File: src/rtl/camera_capture_pkg.sv
// Shared constants and FSM state type for the OV7670 capture front-end.
package camera_capture_pkg;

    localparam int H_ACTIVE     = 640;
    localparam int V_ACTIVE     = 480;
    localparam int FRAME_PIXELS = H_ACTIVE * V_ACTIVE;
    localparam int ADDR_W       = 20;
    localparam int Y_PHASE      = 1;

    typedef enum logic [1:0] {
        WAIT_SYNC = 2'd0,
        IDLE_LINE = 2'd1,
        LINE      = 2'd2
    } capState_e;

endpackage

File: src/rtl/sync_2ff.sv
// Single-bit two-flop synchronizer bringing a camera pin into the system clock domain.
module sync_2ff (
    input  logic clk,
    input  logic reset,
    input  logic d_i,
    output logic q_o
);

    logic meta_q;
    logic sync_q;

    always_ff @(posedge clk or posedge reset) begin
        if (reset) begin
            meta_q <= 1'b0;
            sync_q <= 1'b0;
        end else begin
            meta_q <= d_i;
            sync_q <= meta_q;
        end
    end

    assign q_o = sync_q;

endmodule

File: src/rtl/camera_capture.sv
// OV7670 capture: extracts the luma byte of each YUV422 pair and writes whole frames to RAM.
// Define CAPTURE_STATS_EN to add the frame_count / line_err status outputs.
module camera_capture
    import camera_capture_pkg::*;
(
    input  logic              clk,
    input  logic              reset,
    input  logic              vsync,
    input  logic              href,
    input  logic              pclk,
    input  logic [7:0]        data,
    output logic              we,
    output logic [ADDR_W-1:0] pos_pxl,
    output logic [7:0]        pix_out,
    output logic              frame_done
`ifdef CAPTURE_STATS_EN
    ,
    output logic [7:0]        frame_count,
    output logic              line_err
`endif
);

    logic vsS, hrefS, pclkS;

    sync_2ff uSyncVs   (.clk(clk), .reset(reset), .d_i(vsync), .q_o(vsS));
    sync_2ff uSyncHref (.clk(clk), .reset(reset), .d_i(href),  .q_o(hrefS));
    sync_2ff uSyncPclk (.clk(clk), .reset(reset), .d_i(pclk),  .q_o(pclkS));

    logic [7:0] data1_q, data2_q;
    logic       vsPrev_q, hrefPrev_q, pclkPrev_q;
    logic       pclkRise_q, hrefFall_q, vsRise_q, vsFall_q;

    // Data takes the same two-stage path as pclk; edge pulses are registered.
    always_ff @(posedge clk or posedge reset) begin
        if (reset) begin
            data1_q    <= '0;
            data2_q    <= '0;
            vsPrev_q   <= 1'b0;
            hrefPrev_q <= 1'b0;
            pclkPrev_q <= 1'b0;
            pclkRise_q <= 1'b0;
            hrefFall_q <= 1'b0;
            vsRise_q   <= 1'b0;
            vsFall_q   <= 1'b0;
        end else begin
            data1_q    <= data;
            data2_q    <= data1_q;
            vsPrev_q   <= vsS;
            hrefPrev_q <= hrefS;
            pclkPrev_q <= pclkS;
            pclkRise_q <= pclkS & ~pclkPrev_q;
            hrefFall_q <= ~hrefS & hrefPrev_q;
            vsRise_q   <= vsS & ~vsPrev_q;
            vsFall_q   <= ~vsS & vsPrev_q;
        end
    end

    capState_e         state_q;
    logic [9:0]        x_q;
    logic [8:0]        y_q;
    logic [ADDR_W-1:0] addr_q, lineBase_q;
    logic              phase_q;
    logic              we_q, frameDone_q;
    logic [ADDR_W-1:0] pos_q;
    logic [7:0]        pix_q;
    logic [ADDR_W-1:0] nextBase_d;
    logic [8:0]        yInc_d, yEnd_d;
    logic              lineClose_d;

    // y saturates so an over-long frame cannot wrap back into valid rows.
    always_comb begin
        nextBase_d  = lineBase_q + ADDR_W'(H_ACTIVE);
        yInc_d      = (y_q == '1) ? y_q : y_q + 9'd1;
        lineClose_d = (state_q == LINE) && hrefFall_q && (x_q != '0);
        yEnd_d      = lineClose_d ? yInc_d : y_q;
    end

`ifdef CAPTURE_STATS_EN
    logic [7:0] frameCount_q;
    logic       lineErr_q;
`endif

    always_ff @(posedge clk or posedge reset) begin
        if (reset) begin
            state_q     <= WAIT_SYNC;
            x_q         <= '0;
            y_q         <= '0;
            addr_q      <= '0;
            lineBase_q  <= '0;
            phase_q     <= 1'b0;
            we_q        <= 1'b0;
            frameDone_q <= 1'b0;
            pos_q       <= '0;
            pix_q       <= '0;
`ifdef CAPTURE_STATS_EN
            frameCount_q <= '0;
            lineErr_q    <= 1'b0;
`endif
        end else begin
            we_q        <= 1'b0;
            frameDone_q <= 1'b0;
            case (state_q)
                WAIT_SYNC: begin
                    if (vsFall_q) begin
                        state_q    <= IDLE_LINE;
                        x_q        <= '0;
                        y_q        <= '0;
                        addr_q     <= '0;
                        lineBase_q <= '0;
                    end
                end
                IDLE_LINE: begin
                    if (hrefPrev_q) begin
                        state_q <= LINE;
                        phase_q <= 1'b0;
                    end
                end
                LINE: begin
                    if (hrefFall_q) begin
                        state_q <= IDLE_LINE;
                        x_q     <= '0;
                        if (x_q != '0) begin
                            y_q        <= yInc_d;
                            lineBase_q <= nextBase_d;
                            addr_q     <= nextBase_d;
                        end
`ifdef CAPTURE_STATS_EN
                        if ((x_q != '0) && (x_q != 10'(H_ACTIVE)))
                            lineErr_q <= 1'b1;
`endif
                    end else if (pclkRise_q) begin
                        phase_q <= ~phase_q;
                        if ((phase_q == 1'(Y_PHASE)) && (x_q < 10'(H_ACTIVE)) && (y_q < 9'(V_ACTIVE))) begin
                            pix_q  <= data2_q;
                            pos_q  <= addr_q;
                            we_q   <= 1'b1;
                            addr_q <= addr_q + 1'b1;
                            x_q    <= x_q + 10'd1;
                        end
                    end
                end
                default: state_q <= WAIT_SYNC;
            endcase
            // Frame end overrides the line handling above but keeps its line close.
            if (vsRise_q && (state_q == IDLE_LINE || state_q == LINE)) begin
                state_q     <= WAIT_SYNC;
                frameDone_q <= 1'b1;
`ifdef CAPTURE_STATS_EN
                frameCount_q <= frameCount_q + 8'd1;
                if (yEnd_d != 9'(V_ACTIVE))
                    lineErr_q <= 1'b1;
`endif
            end
        end
    end

    assign we         = we_q;
    assign pos_pxl    = pos_q;
    assign pix_out    = pix_q;
    assign frame_done = frameDone_q;
`ifdef CAPTURE_STATS_EN
    assign frame_count = frameCount_q;
    assign line_err    = lineErr_q;
`endif

endmodule

File: config.mk
export PLATFORM = sky130hd
export DESIGN_NAME = camera_capture
export DESIGN_NICKNAME = d
export VERILOG_FILES = /design/src/rtl/camera_capture_pkg.sv /design/src/rtl/sync_2ff.sv /design/src/rtl/camera_capture.sv
export SDC_FILE = /design/constraint.sdc
export NUM_CORES = 1
export LEC_CHECK = 0
export ABC_AREA = 1
export CAP_MARGIN = 30
export CORE_MARGIN = 1.5
export CORE_UTILIZATION = 55
export CTS_BUF_LIST = sky130_fd_sc_hd__clkbuf_4 sky130_fd_sc_hd__clkbuf_8
export CTS_CLUSTER_SIZE = 28
export DETAILED_ROUTE_END_ITERATION = 10
export GPL_TIMING_DRIVEN = 0
export PLACE_DENSITY = 0.78
export SLEW_MARGIN = 20
export SYNTH_ARGS = -nofsm -noshare
export SYNTH_HDL_FRONTEND = slang
export SYNTH_HIERARCHICAL = 1
export SYNTH_SLANG_ARGS = --single-unit
File: constraint.sdc
create_clock -name clk -period 10.8 [get_ports clk]
set_input_delay 2.7 -clock clk [delete_from_list [all_inputs] [get_ports clk]]
set_output_delay 2.7 -clock clk [all_outputs]
set_load 0.05 [all_outputs]
==> run_results.csv, run 1 <==
group,metric,value,unit
floorplanning,die_y,102.4,µm
clocking,clock_latency,0.45,ns
global_routing,grt_pass1_vias,4314,
sta,clock_skew,0.01040,ns
synth,ys_types,30,
drt,met2WireLength,6206,µm
critical_path,cp_cell_sequence,"clkdlybuf4s50_1",
clocking,cts_buffer_depth,2,
floorplanning,pin_count,43,
sta,slew_violations,0,
sta,tightest_slew,0.6530,ns
critical_path,crit_family,"buffers and inverters",
sta,maxSlewHeadroom,56.13,%
power,p_per_area,203.1,mW/mm²
synth,synthCells,673,
status,status,"finished clean",
drt,routed.top_layer,"met4",
place,gp_congestion,0.8915,
sta,period_needed,4.338,ns
synth,avgSynthCellArea,8.076,µm²
global_routing,grt_remaining_overflow,0,
floorplanning,core,0.009684,mm²
drt,met3_length,574,µm
clocking,h-tree-depth,4,
drt,wl_met1,5350,µm
power,ir_worst_vdd,0.1511,mV
clocking,cts_root_buffer,"clkbuf_8",
critical_path,cp-start-kind,"flip-flop",
synth,ys_seq_area_share,52.49,%
power,p_leak,3.007,nW
sta,tns,0,ns
sta,finalSetupViolCount,0,
sta,rsz0062_at_grt,"no",
drt,dr.pass1.iters,5,
critical_path,crit_arrival,1.64,ns
sta,finalHoldViolCount,0,
hold_path,hold_class,"reg -> reg",
clocking,cts_tree,"done",
final_layout,layout_common_cells,"nand2_1, dfrtp_1, inv_1",
floorplanning,rows,36,
power,finalPower,1.309,mW
critical_path,cp.depth,1,
clocking,cts.sinks,114,
floorplanning,start_util,56.12,%
drt,ant_nets,0,
final_layout,utilization,66.56,%
critical_path,r2r_cells,10,
global_routing,antenna_found_initial,0,
drt,via_per_inst,5.359,
critical_path,criticalPathCategory,"reg -> out",
final_layout,ff_latch_area,0.002853,mm²
critical_path,cpPeakStageDelay,0.82,ns
synth,syn_area,0.005435,mm²
place,dp_hpwl,8767,µm
critical_path,critPathSlowestCell,"clkdlybuf4s50_1",
drt,wirelength,12330,µm
global_routing,grt_max_degree,66,
critical_path,crit_path_end_kind,"primary output",
final_layout,multi_input_area,0.002163,mm²
drt,avgRoutedWirePerCell,14.00,µm
clocking,hold_buffers,0,
final_layout,nets,758,
sta,max_freq,230.5,MHz
synth,synth_seq_cells,114,
synth,yosys_warnings,6,
drt,drcViolationCount,0,
floorplanning,fp.dieArea,0.01049,mm²
clocking,path_clk_slew,0.08,ns
critical_path,cp_max_fo,2,
job,max_cap_violations,0,
critical_path,critPathBufInv,1,
final_layout,drive_gt1_share,8.556,%
critical_path,crit_required,8.10,ns
clocking,postCtsSetupBuffers,0,
place,io_buffers,42,
final_layout,layout_commonest_cell,"nand2_1",
final_layout,diodes,0,
hold_path,hold_path_depth,0,
clocking,numCtsBuffers,17,
drt,drtIter0Drc,255,
final_layout,area_growth,18.60,%
clocking,post_cts_resized,0,
global_routing,grt_first_pass_wirelength,20270,µm
sta,finalCritPeriodShare,40.17,%
global_routing,grtUsageTotal,25.49,%
floorplanning,die_w,102.4,µm
final_layout,nFillCells,789,
drt,via_count,4721,
synth,synth_nets,696,
cell type report:
class | count | area share [%]
Buffer | 16 | 1.398
Clock buffer | 17 | 3.630
Clock inverter | 15 | 2.446
Inverter | 87 | 5.182
Multi-Input combinational cell | 456 | 33.56
Sequential cell | 114 | 44.25
Tap cell | 133 | 2.582
Timing Repair Buffer | 43 | 6.949
per-layer routing:
layer	global-route usage (%)	up-vias
li1	-	2274
met1	33.21	2292
met2	41.47	134
met3	6.840	21
met4	8.535	0
met5	0	-
path summary, 6_finish.rpt:
check	startpoint	endpoint	slack [ns]
hold / removal	uSyncPclk/meta_q$_DFF_PP0_	uSyncPclk/q_o$_DFF_PP0_	0.35
setup / recovery	pos_pxl[6]$_DFFE_PP0P_	pos_pxl[6]	6.46
setup reg to reg	state_q[0]$_DFFE_PP0P_	lineBase_q[13]$_DFFE_PP0P_	8.72
max in group asynchronous	reset	addr_q[7]$_DFFE_PP0P_	7.40
hold reg to reg	uSyncPclk/meta_q$_DFF_PP0_	uSyncPclk/q_o$_DFF_PP0_	0.35
min in group asynchronous	reset	uSyncHref/meta_q$_DFF_PP0_	2.58
cell families (layout without fill, tap and decap cells):
group	Yosys count	in the layout	share of synthesized area, %
AOI/OAI and AO/OA	78	78	7.436
xor gates and xnor gates	8	8	1.289
adders and majority gates	10	10	2.302
buffers and inverters	103	178	7.712
DFF	114	114	52.49
and+or+nand+nor	360	360	28.78
synth_stat cells:
| master | count | area (µm²) |
|---|---|---|
| nor2_8 | 1 | 20.02 |
| ha_1 | 10 | 125.1 |
| nand2_2 | 2 | 12.51 |
| buf_2 | 6 | 30.03 |
| nor2_4 | 3 | 33.78 |
| nand3_4 | 1 | 17.52 |
| nor2_1 | 53 | 198.9 |
| or2_2 | 3 | 18.77 |
| inv_4 | 1 | 6.260 |
| xor2_1 | 8 | 70.07 |
| inv_1 | 80 | 300.3 |
| nor2_2 | 1 | 6.260 |
| nand2_4 | 1 | 11.26 |
| dfrtp_1 | 114 | 2853 |
| nand2_1 | 206 | 773.2 |
| o32ai_1 | 1 | 8.760 |
| inv_2 | 6 | 22.52 |
| o22ai_1 | 3 | 18.77 |
| buf_4 | 2 | 15.01 |
| nand4_1 | 17 | 106.4 |
| nor3_1 | 7 | 35.03 |
| clkbuf_1 | 6 | 22.52 |
| a21oi_1 | 4 | 20.02 |
| a31o_2 | 1 | 8.760 |
| buf_6 | 2 | 22.52 |
| o211ai_1 | 1 | 7.510 |
| o21ai_0 | 59 | 295.3 |
| nor3b_1 | 2 | 15.01 |
| o21ai_1 | 9 | 45.04 |
| nand3_1 | 63 | 315.3 |
stage by stage:
| stage | hold slack (ns) | instance area (µm²) | setup WS, ns | std cells |
|---|---|---|---|---|
| floorplan | 0.3312 | 5435 | 5.254 | 673 |
| global placement | 0.3313 | 6022 | 3.675 | 848 |
| detailed placement | 0.3347 | 6055 | 6.924 | 849 |
| CTS | 0.3531 | 6446 | 6.436 | 881 |
| global route | 0.3622 | 6446 | 6.405 | 881 |
| finish | 0.3522 | 6446 | 6.462 | 881 |
power by group:
group | leakage, nW | switching (mW) | internal, mW | total [mW]
clock network | 0.196 | 0.205 | 0.192 | 0.398
logic | 1.30 | 0.281 | 0.118 | 0.398
registers | 1.52 | 0.0381 | 0.475 | 0.513
total | 3.01 | 0.524 | 0.785 | 1.31
state kept, by name, summed over array words and instances (netlist names), 2 cells and up:
name and cells:
lineBase_q 13, state_q 2, x_q 10, addr_q 20, pix_out 8, data1_q 8
data2_q 8, y_q 9, pos_pxl 20
(Power assumes the default switching activity.)
==> run 2: changes to the inputs <==
--- a/config.mk
+++ b/config.mk
@@ -13,7 +13,7 @@
 export CTS_CLUSTER_SIZE = 28
 export DETAILED_ROUTE_END_ITERATION = 10
 export GPL_TIMING_DRIVEN = 0
-export PLACE_DENSITY = 0.78
+export PLACE_DENSITY = 0.81
 export SLEW_MARGIN = 20
 export SYNTH_ARGS = -nofsm -noshare
 export SYNTH_HDL_FRONTEND = slang
==> constraint.sdc (replaced) <==
create_clock -name clk -period 3.6 [get_ports clk]
set_input_delay 0.9 -clock clk [delete_from_list [all_inputs] [get_ports clk]]
set_output_delay 0.9 -clock clk [all_outputs]
set_load 0.05 [all_outputs]
==> run_results.csv, run 2 (synthesis gave the netlist of run 1 again) <==
group,metric,value,unit
status,status,"finished clean",
clocking,hold_buffers,0,
floorplanning,fp.dieArea,0.01049,mm²
drt,dr.pass1.iters,5,
job,max_cap_violations,0,
power,ir_worst_vdd,0.4936,mV
critical_path,crit_family,"buffers and inverters",
place,io_buffers,42,
final_layout,layout_common_cells,"nand2_1, dfrtp_1, inv_1",
floorplanning,die_y,102.4,µm
sta,rsz0062_at_grt,"no",
floorplanning,pin_count,43,
global_routing,grt_first_pass_wirelength,21130,µm
sta,slew_violations,0,
sta,finalCritPeriodShare,69.60,%
global_routing,antenna_found_initial,0,
sta,finalHoldViolCount,0,
critical_path,cpPeakStageDelay,0.81,ns
drt,drtIter0Drc,305,
critical_path,cp_cell_sequence,"clkdlybuf4s50_1",
critical_path,crit_path_end_kind,"primary output",
final_layout,layout_commonest_cell,"nand2_1",
power,p_leak,3.078,nW
clocking,clock_latency,0.42,ns
sta,holdWs,0.3520,ns
critical_path,criticalPathCategory,"reg -> out",
place,place_ws,1.449,ns
sta,clock_skew,0.007998,ns
critical_path,critPathBufInv,1,
drt,ant_nets,0,
clocking,h-tree-depth,4,
critical_path,cp_max_fo,2,
final_layout,final_area,0.006600,mm²
sta,finalSetupViolCount,0,
critical_path,r2r_slack,1.52,ns
drt,drcViolationCount,0,
final_layout,area_growth,21.43,%
sta,max_freq,399.1,MHz
sta,tns,0,ns
floorplanning,start_util,56.12,%
drt,avgRoutedWirePerCell,13.71,µm
clocking,cts_root_buffer,"clkbuf_8",
sta,tightest_slew,0.5916,ns
global_routing,grt_max_degree,31,
sta,final.setup.worst_slack,1.094,ns
hold_path,hold_class,"reg -> reg",
final_layout,multi_input_area,0.002163,mm²
place,place_area,0.006121,mm²
floorplanning,rows,36,
critical_path,critPathSlowestCell,"clkdlybuf4s50_1",
final_layout,diodes,0,
clocking,cts_tree,"done",
critical_path,cp-start-kind,"flip-flop",
final_layout,utilization,68.15,%
final_layout,drive_gt1_share,8.921,%
clocking,numCtsBuffers,17,
power,p_per_area,629.7,mW/mm²
clocking,cts.sinks,114,
clocking,cts_buffer_depth,2,
drt,via_count,4620,
global_routing,grtUsageTotal,26.25,%
place,gp_congestion,0.8895,
sta,maxSlewHeadroom,60.26,%
drt,wirelength,12120,µm
critical_path,crit_arrival,1.61,ns
final_layout,ff_latch_area,0.002853,mm²
clocking,path_clk_slew,0.07,ns
final_layout,nFillCells,742,
clocking,postCtsSetupBuffers,0,
place,dp_hpwl,8743,µm
floorplanning,die_w,102.4,µm
floorplanning,core,0.009684,mm²
clocking,post_cts_resized,0,
critical_path,crit_required,2.70,ns
final_layout,nets,761,
global_routing,grt_remaining_overflow,0,
sta,period_needed,2.506,ns
global_routing,grt_pass1_vias,4603,
drt,via_per_inst,5.226,
## run 2: cell count changes in the layout (fill, tap and decap cells not counted)
cell and delta:
clkbuf_4 +2, buf_16 +1, clkinvlp_4 +1, inv_6 -10, bufinv_16 +4, clkinv_2 +2, buf_12 +2, inv_8 -3
clkbuf_8 +4
## run 2: area by class of cell
| cell class | count | area share (%) |
|---|---|---|
| inverter | 87 | 5.043 |
| sequential | 114 | 43.22 |
| timing repair buffer | 46 | 7.810 |
| buffer | 16 | 1.365 |
| clock buffer | 23 | 4.607 |
| clock inverter | 9 | 2.654 |
| multi-input combinational | 456 | 32.78 |
| tap | 133 | 2.521 |
## run 2: power breakdown
group          leakage, nW  switching (mW)  internal [mW]  total [mW]
sequential            1.52           0.114           1.43        1.54
combinational         1.32           0.834          0.360        1.19
clock                0.239           0.510          0.912        1.42
total                 3.08            1.46           2.70        4.16
## run 2: metrics by stage
step           power, mW  std cells
6_report           4.156        884
5_1_grt            4.385        884
4_1_cts            4.180        884
3_5_place_dp       2.745        852
3_3_place_gp       2.689        848
2_1_floorplan      2.380        673
## run 2: per-layer routing
layer / routed length (µm) / GRT usage [%]
met1: 5418 / 33.68
met2: 5971 / 44.52
met3: 534 / 4.788
met4: 196 / 9.800
met5: 0 / 0
## run 2: path summary, 6_finish.rpt
check / from / endpoint / depth (start not counted)
worst max-delay path: pix_out[7]$_DFFE_PP0P_ / pix_out[7] / 1
max in group asynchronous: reset / addr_q[12]$_DFFE_PP0P_ / 5
min in group asynchronous: reset / uSyncVs/meta_q$_DFF_PP0_ / 2
worst max register to register: state_q[0]$_DFFE_PP0P_ / lineBase_q[13]$_DFFE_PP0P_ / 10
worst min register to register: data1_q[5]$_DFF_PP0_ / data2_q[5]$_DFF_PP0_ / 0
worst min-delay path: data1_q[5]$_DFF_PP0_ / data2_q[5]$_DFF_PP0_ / 0
